$ cat config.mk
export PLATFORM = sky130hd
export DESIGN_NAME = uart_boot_loader
export DESIGN_NICKNAME = d
export VERILOG_FILES = /design/src/rtl/uart_boot_loader.sv
export SDC_FILE = /design/constraint.sdc
export NUM_CORES = 1
export LEC_CHECK = 0
export BUFFER_PORTS_ARGS = -buffer_cell sky130_fd_sc_hd__clkbuf_2
export CAP_MARGIN = 10
export CORE_MARGIN = 10
export CORE_UTILIZATION = 35
export CTS_CLUSTER_DIAMETER = 30
export DETAILED_ROUTE_END_ITERATION = 10
export GPL_TIMING_DRIVEN = 0
export PLACE_DENSITY = 0.48
export SYNTH_ARGS = -nofsm -noshare
export SYNTH_HDL_FRONTEND = slang
export SYNTH_SLANG_ARGS = --single-unit
export TNS_END_PERCENT = 1
$ cat constraint.sdc
create_clock -name clk -period 4.78 [get_ports clk]
set_input_delay 0.717 -clock clk [delete_from_list [all_inputs] [get_ports clk]]
set_output_delay 0.717 -clock clk [all_outputs]
set_load 0.01 [all_outputs]
$ cat src/rtl/uart_boot_loader.sv
// UART serial image loader driving RAM port B.
// Holds the CPU in reset until a header-described image is written.
module uart_boot_loader #(
  parameter int CLKS_PER_BIT = 434,
  parameter int ADDR_WIDTH   = 10
) (
  input  logic                  clk,
  input  logic                  rst,
  input  logic                  rx,
  output logic [ADDR_WIDTH-1:0] memAddrB,
  output logic [15:0]           memDataB,
  output logic                  memWeB,
  output logic                  cpuHold,
  output logic                  loadDone,
  output logic                  frameErr
);

  localparam int CW = $clog2(CLKS_PER_BIT);
  localparam logic [CW-1:0] HALF_M1 = CW'(CLKS_PER_BIT / 2 - 1);
  localparam logic [CW-1:0] FULL_M1 = CW'(CLKS_PER_BIT - 1);

  typedef enum logic [1:0] {
    R_IDLE, R_START, R_DATA, R_STOP
  } rx_state_t;

  typedef enum logic [1:0] {
    L_HDR_ADDR, L_HDR_COUNT, L_DATA, L_DONE
  } ld_state_t;

  logic          rx_meta;
  logic          rx_sync;
  rx_state_t     rs;
  logic [CW-1:0] cnt;
  logic [2:0]    bit_idx;
  logic [7:0]    shreg;
  logic          byte_valid;
  logic [7:0]    byte_data;
  logic          frame_bad;

  ld_state_t     ls;
  logic          hi_pending;
  logic [7:0]    hi_byte;
  logic [15:0]   remaining;
  logic [15:0]   word;

  always_ff @(posedge clk or posedge rst) begin
    if (rst) begin
      rx_meta <= 1'b1;
      rx_sync <= 1'b1;
    end else begin
      rx_meta <= rx;
      rx_sync <= rx_meta;
    end
  end

  always_ff @(posedge clk or posedge rst) begin
    if (rst) begin
      rs         <= R_IDLE;
      cnt        <= '0;
      bit_idx    <= '0;
      shreg      <= '0;
      byte_valid <= 1'b0;
      byte_data  <= '0;
      frame_bad  <= 1'b0;
      frameErr   <= 1'b0;
    end else begin
      byte_valid <= 1'b0;
      frame_bad  <= 1'b0;
      unique case (rs)
        R_IDLE: begin
          cnt     <= '0;
          bit_idx <= '0;
          if (!rx_sync) rs <= R_START;
        end
        R_START: begin
          if (cnt == HALF_M1) begin
            cnt <= '0;
            rs  <= rx_sync ? R_IDLE : R_DATA;
          end else begin
            cnt <= cnt + 1'b1;
          end
        end
        R_DATA: begin
          if (cnt == FULL_M1) begin
            cnt     <= '0;
            shreg   <= {rx_sync, shreg[7:1]};
            bit_idx <= bit_idx + 1'b1;
            if (bit_idx == 3'd7) rs <= R_STOP;
          end else begin
            cnt <= cnt + 1'b1;
          end
        end
        R_STOP: begin
          if (cnt == FULL_M1) begin
            cnt <= '0;
            rs  <= R_IDLE;
            if (rx_sync) begin
              byte_valid <= 1'b1;
              byte_data  <= shreg;
            end else begin
              frameErr  <= 1'b1;
              frame_bad <= 1'b1;
            end
          end else begin
            cnt <= cnt + 1'b1;
          end
        end
      endcase
    end
  end

  assign word = {hi_byte, byte_data};

  // Address advance happens the edge after the write pulse.
  always_ff @(posedge clk or posedge rst) begin
    if (rst) begin
      ls         <= L_HDR_ADDR;
      hi_pending <= 1'b0;
      hi_byte    <= '0;
      remaining  <= '0;
      memAddrB   <= '0;
      memDataB   <= '0;
      memWeB     <= 1'b0;
      cpuHold    <= 1'b1;
      loadDone   <= 1'b0;
    end else begin
      memWeB <= 1'b0;
      if (memWeB) begin
        memAddrB  <= memAddrB + 1'b1;
        remaining <= remaining - 1'b1;
        if (remaining == 16'd1) begin
          ls       <= L_DONE;
          cpuHold  <= 1'b0;
          loadDone <= 1'b1;
        end
      end
      if (frame_bad) begin
        hi_pending <= 1'b0;
      end else if (byte_valid) begin
        if (!hi_pending) begin
          hi_byte    <= byte_data;
          hi_pending <= 1'b1;
        end else begin
          hi_pending <= 1'b0;
          unique case (ls)
            L_HDR_ADDR: begin
              memAddrB <= word[ADDR_WIDTH-1:0];
              ls       <= L_HDR_COUNT;
            end
            L_HDR_COUNT: begin
              if (word == 16'd0) begin
                ls       <= L_DONE;
                cpuHold  <= 1'b0;
                loadDone <= 1'b1;
              end else begin
                remaining <= word;
                ls        <= L_DATA;
              end
            end
            L_DATA: begin
              memDataB <= word;
              memWeB   <= 1'b1;
            end
            L_DONE: begin
              hi_byte <= hi_byte;
            end
          endcase
        end
      end
    end
  end

endmodule

# Word-level counts from Yosys, hierarchy flattened

Cells that the tools add are included.

Register bits after elaboration: 91
Output and inout bits: 30

Bitwise gates (word level): 3
Equal/unequal tests: 14
$add $sub $neg: 4
Reductions and logical operators: 13
Multiplexer cells: 57

Operator list:

| cell                  | count |
|---|---|
| $mux 16               | 6 |
| $mux 10               | 5 |
| $mux 1                | 28 |
| $pmux 9 s3            | 1 |
| $mux 2                | 11 |
| $mux 9                | 2 |
| $eq 16x1->1 const B   | 1 |
| $logic_not 16->1      | 1 |
| $sub 16x1->16 const B | 1 |
| $add 10x1->10 const B | 1 |
| $ne 2x2->1 const B    | 5 |
| $add 9x1->9 const B   | 1 |
| $eq 9x8->1 const B    | 1 |
| $eq 9x9->1 const B    | 1 |
| $reduce_and 3->1      | 3 |
| $pmux 2 s4            | 1 |
| $eq 2x2->1 const B    | 3 |
| $pmux 3 s2            | 1 |
| $reduce_and 5->1      | 1 |
| $eq 2x1->1 const B    | 2 |
| $logic_not 2->1       | 2 |
| $pmux 2 s2            | 1 |
| $reduce_and 2->1      | 2 |
| $reduce_and 4->1      | 1 |
| other kinds (6)       | 9 |

# Logic depth before layout (Yosys ltp)

Depth in word-level cells: 8
Mapped depth: 7

# Worst setup path after synthesis

Ideal clock, no wire load.

Kind: register to register
From: reg cnt[1]
To: reg shreg[0]
Arrival time: 1693 ps
Clock period less this slack: 1818 ps
Path slack: 2962 ps
Cell stages (with the launch flop): 8
Setup time: 125 ps
Path buffers: 1
Cell sequence: dfrtp_1 inv_1 ha_1 nand4b_1 or2_1 buf_6 nor3_4 mux2_2

Word-level cells in the longest chain between the ends: 2

RTL lines:

| item                       | line | text |
|---|---|---|
| start: declaration         | 33   | `logic [CW-1:0] cnt;` |
| start signal: assignment   | 80   | `cnt <= cnt + 1'b1;` |
| start signal: assignment   | 90   | `cnt <= cnt + 1'b1;` |
| start signal: assignment   | 105  | `cnt <= cnt + 1'b1;` |
| $eq 9x9->1                 | 84   | `if (cnt == FULL_M1) begin` |
| $reduce_and 2->1 (no line) | --   |  |
| end signal: assignment     | 86   | `shreg <= {rx_sync, shreg[7:1]};` |
| end: declaration           | 35   | `logic [7:0] shreg;` |

No other way between the ends.
A chain may end at the register's enable or synchronous reset.

# Worst setup path after layout

From: reg byte_data[5]
To: reg remaining[13]

Word-level cells in the longest chain between the ends: 6

RTL lines:

| item                     | line | text |
|---|---|---|
| start: declaration       | 37   | `logic [7:0] byte_data;` |
| start signal: assignment | 99   | `byte_data <= shreg;` |
| $logic_not 16->1         | 151  | `if (word == 16'd0) begin` |
| $mux 16                  | 151  |  |
| $mux 16                  | 145  | `unique case (ls)` |
| $mux 16                  | 140  | `if (!hi_pending) begin` |
| $mux 16                  | 139  | `end else if (byte_valid) begin` |
| $mux 16                  | 137  | `if (frame_bad) begin` |
| end signal: assignment   | 130  | `remaining <= remaining - 1'b1;` |
| end signal: assignment   | 156  | `remaining <= word;` |
| end: declaration         | 43   | `logic [15:0] remaining;` |

No other way between the ends.

==> results.cfg <==
[outcome]
status = complete, no violations

[synth]
syn-num-nets = 354
yosysUniqueCellTypes = 50
ys_warn_count = 0
synth_edf_count = 0
synth.most_common_cell = dfrtp_1
synth_area_um2 = 4150
yosysSeqAreaShare_pct = 55.0
syn_avg_cell_area_um2 = 12.1
synth.largest_area_cell = dfrtp_1
synth_top_area_share_pct = 53.1
synth-async-reset-ratio_pct = 100
yosys_most_used_dff = dfrtp_1
synth_commonest_cells = dfrtp_1 (88), mux2_2 (49), nand2_1 (26)
netlist_instances = 343
synthTopCellsByArea = dfrtp_1 (53%), mux2_2 (13%), xnor2_1 (4.9%)
ys_ff_latch = 91

[grt]
grt_overflow = 0
grt_pass1_vias = 2859
grt_pass1_wl_mm = 15.4
grtUsageTotal_pct = 11.8
antenna_found_initial = 0
grt_max_degree = 70

[floorplan]
die_h_um = 129
io-pin-count = 33
core-area_um2 = 11500
num_rows = 39
die_w_um = 129
die_area_um2 = 16600
floorplan.initialDensity_pct = 36.0

[final_layout]
nets = 398
seqCellArea_um2 = 2280
num-fill-cells = 1140
instances_no_fill = 535
drive_gt1_share_pct = 29.3
area_growth_pct = 15.4
multi_input_area_um2 = 1790
diodes = 0

[drt]
routed_wl_mm = 9.24
vias_per_cell = 5.10
via_count = 2728
detail_route.wl_per_cell_um = 17.3
first_iter_violations = 136
dr.pass1.iters = 4
antenna_left = 0
drc = 0

[clocking]
cts_hold_buffers = 0
post_cts_buffers = 0
cts_resized = 0
clk_latency_ns = 0.34
cts_buffer_depth = 2
cts.sinks = 91
cts_root_buf = clkbuf_16
cts_buffers = 9
cts_htree_levels = 3
cts_tree = done
clkTransAtPathRegs_ns = 0.06

[placed_design]
dp_hpwl_mm = 6.24
gp_congestion = 0.760
port_buffers = 32
dpl_worst_slack_ns = 2.67
dp_cells = 519

[run]
cap_violations = 0

[power]
ir_drop_v = 0.000170
powerDensity_nw_per_um2 = 302
p_leak_nw = 2.21
power_w = 0.00144

[sta]
worst_pin_slew_ns = 0.776
clock_skew_ns = 0.00998
hold_viol = 0
relSlewSlack_pct = 48.2
finalSetupViolCount = 0
period_needed_ns = 2.08
fmax_ghz = 0.480
tns_ns = 0
rsz0062_at_grt = no
fin_ws_ns = 2.70
final.period_utilization_pct = 43.6
drv_slew = 0

[critical_path]
slowest_stage = dfrtp_1
cpPeakStageDelay_ns = 0.51
crit_fanout = 10
crit_arrival_ns = 2.30
timing.critical_path.buf_inv = 1
crit_type = reg -> reg
worstSetupEndpointType = flop
cp.required_ns = 5.00
crit_chain = nor4_1 -> nand4_1 -> nand3_2 -> buf_2 -> mux2_2
critical-path-top-delay-family = simple AND/OR/NAND/NOR gates
crit_path_start_kind = flop

[min_path]
hp-class = in -> async
-- logic make-up (layout without fill, tap and decap cells) --
group / count (synthesis) / count (layout) / share of synthesized area (%)
buffers and inverters: 16 / 65 / 1.78
muxes: 51 / 51 / 13.8
DFF: 91 / 91 / 55.0
and+or+nand+nor: 114 / 114 / 15.9
AOI/OAI and AO/OA: 34 / 34 / 5.01
xor gates and xnor gates: 29 / 29 / 6.13
adders and majority gates: 8 / 8 / 2.41
-- cell type report --
cell class                      count  share of cell area, %
Inverter                            7                  0.601
Buffer                              9                  0.993
Timing Repair Buffer               33                   3.92
Sequential cell                    91                   47.6
Tap cell                          143                   3.74
Clock buffer                       10                   4.78
Multi-Input combinational cell    236                   37.4
Clock inverter                      6                  0.889
-- path summary, 6_finish.rpt --
path	start	to	slack, ns	cells after the start
max in group asynchronous	rst	cpuHold$_DFF_PP1_	3.78	3
min in group clk	rx_meta$_DFF_PP1_	rx_sync$_DFF_PP1_	0.36	0
setup reg to reg	byte_data[5]$_DFFE_PP0P_	remaining[13]$_DFF_PP0_	2.70	5
hold / removal	rst	cnt[6]$_DFF_PP0_	0.34	2
setup / recovery	byte_data[5]$_DFFE_PP0P_	remaining[13]$_DFF_PP0_	2.70	5
hold reg to reg	rx_meta$_DFF_PP1_	rx_sync$_DFF_PP1_	0.36	0
-- where the power goes --
part	total [W]	internal [W]	switching (W)
registers	0.000773	0.000771	0.00000103
clock network	0.000653	0.000353	0.000301
logic	0.0000193	0.00000330	0.0000160
-- cells in the final DEF (no fill, tap or decap), types with 2 or more instances in the layout --
cell / count
dfrtp_1: 88
mux2_2: 49
clkbuf_2: 32
nand2_1: 26
nor2_1: 24
xnor2_1: 23
nor3_1: 14
o21ai_0: 14
nand4_1: 9
clkbuf_16: 9
a21oi_1: 8
ha_1: 8
nand3_1: 7
clkbuf_1: 6
inv_1: 6
xor2_1: 6
nor4_1: 6
nand3b_1: 3
nand4b_1: 3
a31oi_1: 3
dfstp_2: 3
nor3b_2: 2
and4_1: 2
buf_2: 2
mux2i_1: 2
or3_1: 2
a22oi_1: 2
clkinvlp_4: 2
clkinv_2: 2
clkinv_4: 2
-- metal layers --
metal | vias to the layer above | wire [um] | part of all wire [%] | GRT usage (%)
met5 | - | 0 | 0 | 0
met4 | 0 | 130 | 1.4 | 4.82
met3 | 10 | 338 | 3.7 | 2.63
met2 | 37 | 3930 | 43 | 16.2
met1 | 1366 | 4840 | 52 | 17.4
li1 | 1315 | - | - | -
-- registers in the layout, indices dropped and copies added, names as in the netlist, named ones only --
| name | cells |
|---|---|
| hi_byte | 8 |
| byte_valid | 1 |
| rx_meta | 1 |
| memDataB | 16 |
| memAddrB | 10 |
| loadDone | 1 |
| memWeB | 1 |
| cpuHold | 1 |
| frame_bad | 1 |
| shreg | 8 |
| cnt | 9 |
| bit_idx | 3 |
| rx_sync | 1 |
| rs | 1 |
| frameErr | 1 |
| ls | 2 |
| byte_data | 8 |
| hi_pending | 1 |
| remaining | 16 |
-- metrics by stage --
step | utilization (%) | hold WS (ns) | area (um^2)
2_1_floorplan | - | 0.345 | 4150
3_3_place_gp | 39.0 | 0.349 | 4490
3_5_place_dp | 39.2 | 0.347 | 4520
4_1_cts | 41.6 | 0.334 | 4790
5_1_grt | 41.6 | 0.354 | 4790
6_report | 41.6 | 0.337 | 4790
Power figures use the tool's default switching activity.
